--- src/rtl/cpu_ctrl_pkg.sv ---
// Shared definitions for the mini-CPU hardwired control unit: opcodes, ALU codes,
// sequencer states and instruction-class decode helpers.
package cpu_ctrl_pkg;

    localparam int OPW  = 5;
    localparam int NREG = 16;
    localparam int CW   = 19;

    localparam logic [OPW-1:0] OP_LD   = 5'b00000;
    localparam logic [OPW-1:0] OP_LDI  = 5'b00001;
    localparam logic [OPW-1:0] OP_ST   = 5'b00010;
    localparam logic [OPW-1:0] OP_ADD  = 5'b00011;
    localparam logic [OPW-1:0] OP_SUB  = 5'b00100;
    localparam logic [OPW-1:0] OP_AND  = 5'b00101;
    localparam logic [OPW-1:0] OP_OR   = 5'b00110;
    localparam logic [OPW-1:0] OP_SHR  = 5'b00111;
    localparam logic [OPW-1:0] OP_SHL  = 5'b01000;
    localparam logic [OPW-1:0] OP_ROR  = 5'b01001;
    localparam logic [OPW-1:0] OP_ROL  = 5'b01010;
    localparam logic [OPW-1:0] OP_ADDI = 5'b01011;
    localparam logic [OPW-1:0] OP_ANDI = 5'b01100;
    localparam logic [OPW-1:0] OP_ORI  = 5'b01101;
    localparam logic [OPW-1:0] OP_NOP  = 5'b11010;
    localparam logic [OPW-1:0] OP_HALT = 5'b11011;

    typedef enum logic [3:0] {
        ALU_NONE = 4'd0, ALU_ADD = 4'd1, ALU_SUB = 4'd2, ALU_AND = 4'd3, ALU_OR = 4'd4,
        ALU_SHR  = 4'd5, ALU_SHL = 4'd6, ALU_ROR = 4'd7, ALU_ROL = 4'd8
    } alu_op_t;

    typedef enum logic [3:0] {
        S_RESET, S_T0, S_T1, S_T2, S_T3, S_T4, S_T5, S_T6, S_T7, S_HALT
    } state_t;

    typedef enum logic [2:0] {
        C_ALU, C_IMM, C_LD, C_LDI, C_ST, C_NOP, C_HALT
    } op_class_t;

    typedef struct packed {
        logic pc_out;
        logic zlow_out;
        logic mdr_out;
        logic c_out;
        logic mar_in;
        logic mdr_in;
        logic ir_in;
        logic y_in;
        logic z_in;
        logic pc_in;
        logic inc_pc;
        logic read;
        logic write;
        logic run;
    } strobes_t;

    // Undefined opcodes fall into C_NOP so they simply refetch.
    function automatic op_class_t classify(logic [OPW-1:0] op);
        case (op)
            OP_LD:   return C_LD;
            OP_LDI:  return C_LDI;
            OP_ST:   return C_ST;
            OP_ADD, OP_SUB, OP_AND, OP_OR,
            OP_SHR, OP_SHL, OP_ROR, OP_ROL: return C_ALU;
            OP_ADDI, OP_ANDI, OP_ORI:       return C_IMM;
            OP_HALT: return C_HALT;
            default: return C_NOP;
        endcase
    endfunction

    function automatic alu_op_t alu_of(logic [OPW-1:0] op);
        case (op)
            OP_SUB:          return ALU_SUB;
            OP_AND, OP_ANDI: return ALU_AND;
            OP_OR,  OP_ORI:  return ALU_OR;
            OP_SHR:          return ALU_SHR;
            OP_SHL:          return ALU_SHL;
            OP_ROR:          return ALU_ROR;
            OP_ROL:          return ALU_ROL;
            default:         return ALU_ADD;
        endcase
    endfunction

endpackage

--- src/rtl/control_sequencer_if.sv ---
// Control bundle between the sequencer (master) and data_path (slave).
interface control_sequencer_if;
    import cpu_ctrl_pkg::*;

    logic [31:0]     IR;
    logic [NREG-1:0] Rin;
    logic [NREG-1:0] Rout;
    logic            PCout, Zlowout, MDRout, Cout;
    logic [31:0]     C_sext;
    logic            MARin, MDRin, IRin, Yin, Zin, PCin;
    logic            IncPC, Read, Write;
    logic [3:0]      alu_op;
    logic            run;

    modport master (
        input  IR,
        output Rin, Rout, PCout, Zlowout, MDRout, Cout, C_sext,
               MARin, MDRin, IRin, Yin, Zin, PCin, IncPC, Read, Write, alu_op, run
    );

    modport slave (
        output IR,
        input  Rin, Rout, PCout, Zlowout, MDRout, Cout, C_sext,
               MARin, MDRin, IRin, Yin, Zin, PCin, IncPC, Read, Write, alu_op, run
    );
endinterface

--- src/rtl/reg_select_encode.sv ---
// Turns the Ra/Rb/Rc field selected by Gra/Grb/Grc into one-hot register
// write/read selects; BAout makes R0 read as zero for base addressing.
module reg_select_encode
    import cpu_ctrl_pkg::*;
(
    input  logic [3:0]      Ra,
    input  logic [3:0]      Rb,
    input  logic [3:0]      Rc,
    input  logic            Gra,
    input  logic            Grb,
    input  logic            Grc,
    input  logic            Rin_en,
    input  logic            Rout_en,
    input  logic            BAout,
    output logic [NREG-1:0] Rin,
    output logic [NREG-1:0] Rout
);
    logic [3:0] sel;

    // NOTE: every output of a combinational block gets a default first, so no path leaves it unassigned and no latch is inferred.
    always_comb begin
        sel  = '0;
        Rin  = '0;
        Rout = '0;
        if (Gra)      sel = Ra;
        else if (Grb) sel = Rb;
        else if (Grc) sel = Rc;
        if (Rin_en) Rin[sel] = 1'b1;
        if (Rout_en && !(BAout && sel == 4'd0)) Rout[sel] = 1'b1;
    end
endmodule

--- src/rtl/control_sequencer.sv ---
// Hardwired control unit: fetch T0..T2, execute T3..T7, HALT until clear.
// All strobes are Moore outputs of the state and IR, and are forced low while clear is low.
module control_sequencer
    import cpu_ctrl_pkg::*;
(
    input logic                clock,
    input logic                clear,
    control_sequencer_if.master bus
);
    state_t          state, next_state;
    op_class_t       op_class;
    strobes_t        st;
    alu_op_t         alu_sel;
    logic            gra, grb, grc, rin_en, rout_en, ba_out;
    logic [NREG-1:0] rin_sel, rout_sel;
    logic [OPW-1:0]  op;
    logic            is_mem;

    assign op       = bus.IR[31:27];
    assign op_class = classify(op);
    assign is_mem   = (op_class == C_LD) || (op_class == C_ST);

    always_ff @(posedge clock) begin
        // NOTE: registers in always_ff use <= so every flop samples pre-edge values.
        if (!clear) state <= S_RESET;
        else        state <= next_state;
    end

    // The branch at T2 reads IR as presented for the instruction being fetched.
    always_comb begin
        next_state = state;
        case (state)
            S_RESET: next_state = S_T0;
            S_T0:    next_state = S_T1;
            S_T1:    next_state = S_T2;
            S_T2: begin
                case (op_class)
                    C_NOP:   next_state = S_T0;
                    C_HALT:  next_state = S_HALT;
                    default: next_state = S_T3;
                endcase
            end
            S_T3:    next_state = S_T4;
            S_T4:    next_state = S_T5;
            S_T5:    next_state = is_mem ? S_T6 : S_T0;
            S_T6:    next_state = S_T7;
            S_T7:    next_state = S_T0;
            S_HALT:  next_state = S_HALT;
            default: next_state = S_RESET;
        endcase
    end

    always_comb begin
        st      = '0;
        alu_sel = ALU_NONE;
        gra     = 1'b0;
        grb     = 1'b0;
        grc     = 1'b0;
        rin_en  = 1'b0;
        rout_en = 1'b0;
        ba_out  = 1'b0;
        st.run  = (state != S_RESET) && (state != S_HALT);
        case (state)
            S_T0: begin
                st.pc_out = 1'b1; st.mar_in = 1'b1; st.inc_pc = 1'b1; st.z_in = 1'b1;
                alu_sel   = ALU_ADD;
            end
            S_T1: begin
                st.zlow_out = 1'b1; st.pc_in = 1'b1; st.read = 1'b1; st.mdr_in = 1'b1;
            end
            S_T2: begin
                st.mdr_out = 1'b1; st.ir_in = 1'b1;
            end
            S_T3: begin
                grb     = 1'b1;
                rout_en = 1'b1;
                ba_out  = is_mem || (op_class == C_LDI);
                st.y_in = 1'b1;
            end
            S_T4: begin
                st.z_in = 1'b1;
                if (op_class == C_ALU) begin
                    grc     = 1'b1;
                    rout_en = 1'b1;
                    alu_sel = alu_of(op);
                end else begin
                    st.c_out = 1'b1;
                    alu_sel  = (op_class == C_IMM) ? alu_of(op) : ALU_ADD;
                end
            end
            S_T5: begin
                st.zlow_out = 1'b1;
                if (is_mem) st.mar_in = 1'b1;
                else begin
                    gra    = 1'b1;
                    rin_en = 1'b1;
                end
            end
            S_T6: begin
                st.mdr_in = 1'b1;
                if (op_class == C_LD) st.read = 1'b1;
                else begin
                    gra     = 1'b1;
                    rout_en = 1'b1;
                end
            end
            S_T7: begin
                if (op_class == C_LD) begin
                    st.mdr_out = 1'b1;
                    gra        = 1'b1;
                    rin_en     = 1'b1;
                end else begin
                    st.write = 1'b1;
                end
            end
            default: ;
        endcase
        // Asynchronous abort of the strobes: nothing reaches data_path on the reset edge.
        if (!clear) begin
            st      = '0;
            alu_sel = ALU_NONE;
            rin_en  = 1'b0;
            rout_en = 1'b0;
        end
    end

    reg_select_encode u_sel (
        .Ra      (bus.IR[26:23]),
        .Rb      (bus.IR[22:19]),
        .Rc      (bus.IR[18:15]),
        .Gra     (gra),
        .Grb     (grb),
        .Grc     (grc),
        .Rin_en  (rin_en),
        .Rout_en (rout_en),
        .BAout   (ba_out),
        .Rin     (rin_sel),
        .Rout    (rout_sel)
    );

    assign bus.Rin     = rin_sel;
    assign bus.Rout    = rout_sel;
    assign bus.PCout   = st.pc_out;
    assign bus.Zlowout = st.zlow_out;
    assign bus.MDRout  = st.mdr_out;
    assign bus.Cout    = st.c_out;
    assign bus.C_sext  = st.c_out ? {{(32-CW){bus.IR[CW-1]}}, bus.IR[CW-1:0]} : 32'd0;
    assign bus.MARin   = st.mar_in;
    assign bus.MDRin   = st.mdr_in;
    assign bus.IRin    = st.ir_in;
    assign bus.Yin     = st.y_in;
    assign bus.Zin     = st.z_in;
    assign bus.PCin    = st.pc_in;
    assign bus.IncPC   = st.inc_pc;
    assign bus.Read    = st.read;
    assign bus.Write   = st.write;
    assign bus.alu_op  = alu_sel;
    assign bus.run     = st.run;
endmodule

--- src/flat_wrapper.sv ---
// flat-port wrapper written by rule: the top's interface ports become plain ports
module control_sequencer_flat import cpu_ctrl_pkg::*;
  (clock, clear, bus_IR, bus_Rin, bus_Rout, bus_PCout, bus_Zlowout, bus_MDRout, bus_Cout, bus_C_sext, bus_MARin, bus_MDRin, bus_IRin, bus_Yin, bus_Zin, bus_PCin, bus_IncPC, bus_Read, bus_Write, bus_alu_op, bus_run);
  control_sequencer_if bus_i ();
  input logic clock;
  input logic clear;
  input wire logic [$bits(bus_i.IR)-1:0] bus_IR;
  output wire logic [$bits(bus_i.Rin)-1:0] bus_Rin;
  output wire logic [$bits(bus_i.Rout)-1:0] bus_Rout;
  output wire logic [$bits(bus_i.PCout)-1:0] bus_PCout;
  output wire logic [$bits(bus_i.Zlowout)-1:0] bus_Zlowout;
  output wire logic [$bits(bus_i.MDRout)-1:0] bus_MDRout;
  output wire logic [$bits(bus_i.Cout)-1:0] bus_Cout;
  output wire logic [$bits(bus_i.C_sext)-1:0] bus_C_sext;
  output wire logic [$bits(bus_i.MARin)-1:0] bus_MARin;
  output wire logic [$bits(bus_i.MDRin)-1:0] bus_MDRin;
  output wire logic [$bits(bus_i.IRin)-1:0] bus_IRin;
  output wire logic [$bits(bus_i.Yin)-1:0] bus_Yin;
  output wire logic [$bits(bus_i.Zin)-1:0] bus_Zin;
  output wire logic [$bits(bus_i.PCin)-1:0] bus_PCin;
  output wire logic [$bits(bus_i.IncPC)-1:0] bus_IncPC;
  output wire logic [$bits(bus_i.Read)-1:0] bus_Read;
  output wire logic [$bits(bus_i.Write)-1:0] bus_Write;
  output wire logic [$bits(bus_i.alu_op)-1:0] bus_alu_op;
  output wire logic [$bits(bus_i.run)-1:0] bus_run;
  assign bus_i.IR = bus_IR;
  assign bus_Rin = bus_i.Rin;
  assign bus_Rout = bus_i.Rout;
  assign bus_PCout = bus_i.PCout;
  assign bus_Zlowout = bus_i.Zlowout;
  assign bus_MDRout = bus_i.MDRout;
  assign bus_Cout = bus_i.Cout;
  assign bus_C_sext = bus_i.C_sext;
  assign bus_MARin = bus_i.MARin;
  assign bus_MDRin = bus_i.MDRin;
  assign bus_IRin = bus_i.IRin;
  assign bus_Yin = bus_i.Yin;
  assign bus_Zin = bus_i.Zin;
  assign bus_PCin = bus_i.PCin;
  assign bus_IncPC = bus_i.IncPC;
  assign bus_Read = bus_i.Read;
  assign bus_Write = bus_i.Write;
  assign bus_alu_op = bus_i.alu_op;
  assign bus_run = bus_i.run;
  control_sequencer u_core (.clock(clock), .clear(clear), .bus(bus_i));
endmodule
--- config.mk ---
export PLATFORM = sky130hd
export DESIGN_NAME = control_sequencer_flat
export DESIGN_NICKNAME = d
export VERILOG_FILES = /design/src/rtl/cpu_ctrl_pkg.sv /design/src/rtl/control_sequencer_if.sv /design/src/rtl/reg_select_encode.sv /design/src/rtl/control_sequencer.sv /design/src/flat_wrapper.sv
export SDC_FILE = /design/constraint.sdc
export NUM_CORES = 1
export LEC_CHECK = 0
export BUFFER_PORTS_ARGS = -buffer_cell sky130_fd_sc_hd__buf_2
export CAP_MARGIN = 20
export CORE_ASPECT_RATIO = 1.25
export CORE_MARGIN = 1.5
export CORE_UTILIZATION = 43
export DETAILED_ROUTE_END_ITERATION = 12
export PLACE_DENSITY_LB_ADDON = 0.15
export SYNTH_ARGS = -nofsm -noshare
export SYNTH_HDL_FRONTEND = slang
export SYNTH_SLANG_ARGS = --single-unit
--- constraint.sdc ---
create_clock -name clock -period 5.51 [get_ports clock]
set_input_delay 0.551 -clock clock [delete_from_list [all_inputs] [get_ports clock]]
set_output_delay 0.551 -clock clock [all_outputs]
set_load 0.02 [all_outputs]
==> qor.yml <==
status:
  outcome: "finished clean"
layout:
  final_common_cell: "buf_2"
  top_register: "u_core.state"
  final_area_um2: 1866
  layout.cells.most_common_list: "115 x buf_2, 32 x nor2_1, 20 x and2_1"
  largest_reg_flops: 4
  fin_cells: 332
  area_growth_pct: 31.71
  fin_nets: 331
  final_layout_size_suffix_gt1_share_pct: 48.81
  top_regs: "u_core.state (4)"
  diodes: 0
logic_synthesis:
  syn_avg_cell_area_um2: 6.842
  synth_edf_count: 0
  yosysWarnings: 0
  synth.area.top_cells: "and2_1 8.8%, buf_4 8.5%, nor2_1 8.5%, nor3_1 6.4%, dfxtp_1 5.7%"
  synth_ff_type: "dfxtp_1"
  synth_seq_area_share_pct: 5.654
  synth_nets: 241
  synthArstFlopShare_pct: 0
  netlist_area_um2: 1416
  ys_ff_latch: 4
  yosysUniqueCellTypes: 55
  synth_top_cell_area_share_pct: 8.834
  syn_inst: 207
  synth_area_leader_cell: "and2_1"
placed_design:
  port_buffers: 115
  gp_routability_congestion: 0.8441
  place_hpwl_mm: 3.279
  placed_cell_area_um2: 1824
  placed_cells: 329
  pre_cts_ws_ns: 2.237
floorplanning:
  rows: 23
  fp.dieW_um: 54.34
  start_util_pct: 44.74
  core_area_um2: 3166
  ios: 116
  dieHeight_um: 67.17
  dieArea_um2: 3649
power_and_ir_drop:
  vdd_ir_drop_max_v: 0.0001231
  power_density_nw_per_um2: 86.20
  leakagePower_uw: 0.001025
clocking:
  numCtsBuffers: 3
  post_cts_resized: 0
  cts_setup_buffers: 0
  hold_buffers: 0
  cts_tree: "built"
  cts_max_level: 1
  cts_sinks: 4
  cts.path.max_buffers: 2
  clk_latency_ns: 0.21
  clk_transition_reported_paths_ns: 0.03
  root_buffer: "clkbuf_8"
worst_setup_path:
  reg2reg_from: "u_core.state[0]"
  required_ns: 4.96
  crit_path_start: "u_core.state[2]"
  startpoint_type: "register"
  arrival_ns: 2.96
  crit_fanout: 18
  r2r-end: "u_core.state[1]"
  path_class: "reg2out"
  crit_path_end_kind: "primary output"
  r2r_cells: 4
  r2r_slack_ns: 4.04
worst_hold_path:
  whs_path_depth: 2
  whs_endpoint: "u_core.state[0]"
  hp-start: "clear"
  hold_class: "in2reg"
global_routing:
  grt_pass1_vias: 1317
  grt_pass1_wl_mm: 6.037
  overflow: 0
  grt_max_degree: 24
  antenna_found_initial: 0
  grt_use_total_pct: 20.79
timing:
  layout_worst_path_cycle_share_pct: 63.66
  period_needed_ns: 3.508
  tns_ns: 0
  hold-worst-slack_ns: 0.6742
  slew_violations: 0
  relSlewSlack_pct: 49.50
  setup_slack_ns: 2.002
  setup_viol: 0
  hold_viol: 0
  rsz0062_at_grt: "false"
  worst_clock_skew_ns: 0.0002291
  fmax_mhz: 285.1
  worstMarginPinSlew_ns: 0.7564
detailed_routing:
  wl_mm: 4.064
  ant_nets: 0
  drt-vias-per-instance: 5.111
  wl_per_cell_um: 12.24
  vias: 1697
  drt_pass1_iterations: 6
  drc_errors: 0
  drt-initial-drc-count: 29
flow_run:
  drv_cap: 0
## metrics by stage
| step | utilization, % | total power, uW |
|---|---|---|
| finish | 58.93 | 160.8 |
| detailed placement | 57.63 | 101.1 |
| CTS | 58.93 | 162.4 |
| global placement | 57.63 | 100.7 |
| floorplan | - | 81.18 |
| global route | 58.93 | 170.9 |
## worst max-delay path by stage
stage | endpoint | slack [ns] | depth (start not counted)
final | bus_Rout[15] | 2.00 | 7
after global routing | bus_Rin[7] | 1.72 | 7
after CTS | bus_Rin[7] | 2.00 | 7
after global placement | bus_Rout[7] | 2.23 | 7
after floorplan | bus_Rout[14] | 2.25 | 8
after detailed placement | bus_Rin[7] | 2.24 | 7
## worst max-delay path, cell delays in order (launching register included)
cell and delay, ns:
dfxtp_1 0.70, nor3b_2 0.57, nand3_1 0.12, o21ai_0 0.53
a21o_1 0.21, o221ai_2 0.17, nor3_1 0.23, buf_2 0.19
## synthesized netlist by cell type (all sizes together), types with 2 or more instances
master,n
nand2,12
or3,2
nor2,35
a31oi,2
nand3,7
a21boi,2
dfxtp,4
xnor2,3
nor3b,2
a211o,2
buf,25
and3,4
a21o,5
nor3,20
o21ai,7
clkbuf,5
or2,3
mux2i,2
inv,2
nand3b,4
nor2b,4
and3b,2
nor4b,2
and2,20
nor4,3
nand2b,5
a21oi,7
o22ai,3
## layer usage
| metal | vias up | share of wire [%] | global-route usage [%] |
|---|---|---|---|
| met5 | - | 0 | 0 |
| met4 | 0 | 0.74 | 3.750 |
| met3 | 4 | 5.3 | 1.106 |
| met2 | 54 | 49 | 35.84 |
| met1 | 751 | 45 | 28.32 |
| li1 | 888 | - | - |
## logic make-up after synthesis
group           share of synthesized area, %
buf+inv                                15.64
mux                                    1.678
compound gates                         22.08
xor+xnor                               1.855
flops                                  5.654
simple gates                           53.09
## power by group
part	internal (uW)	leakage [uW]	switching, uW
combinational	26.5	0.000971	35.9
clock	46.4	0.0000216	13.3
sequential	30.8	0.0000328	7.89
## final cells by class
| cell class | count | area (um2) |
|---|---|---|
| fillers | 344 | 1300 |
| multi-input cells | 171 | 1115 |
| repair buffers | 115 | 575.6 |
| flip-flops and latches | 4 | 80.08 |
| well taps | 37 | 46.29 |
| clock buffers | 3 | 41.29 |
| inverters | 2 | 7.507 |
Power figures use the tool's default switching activity.
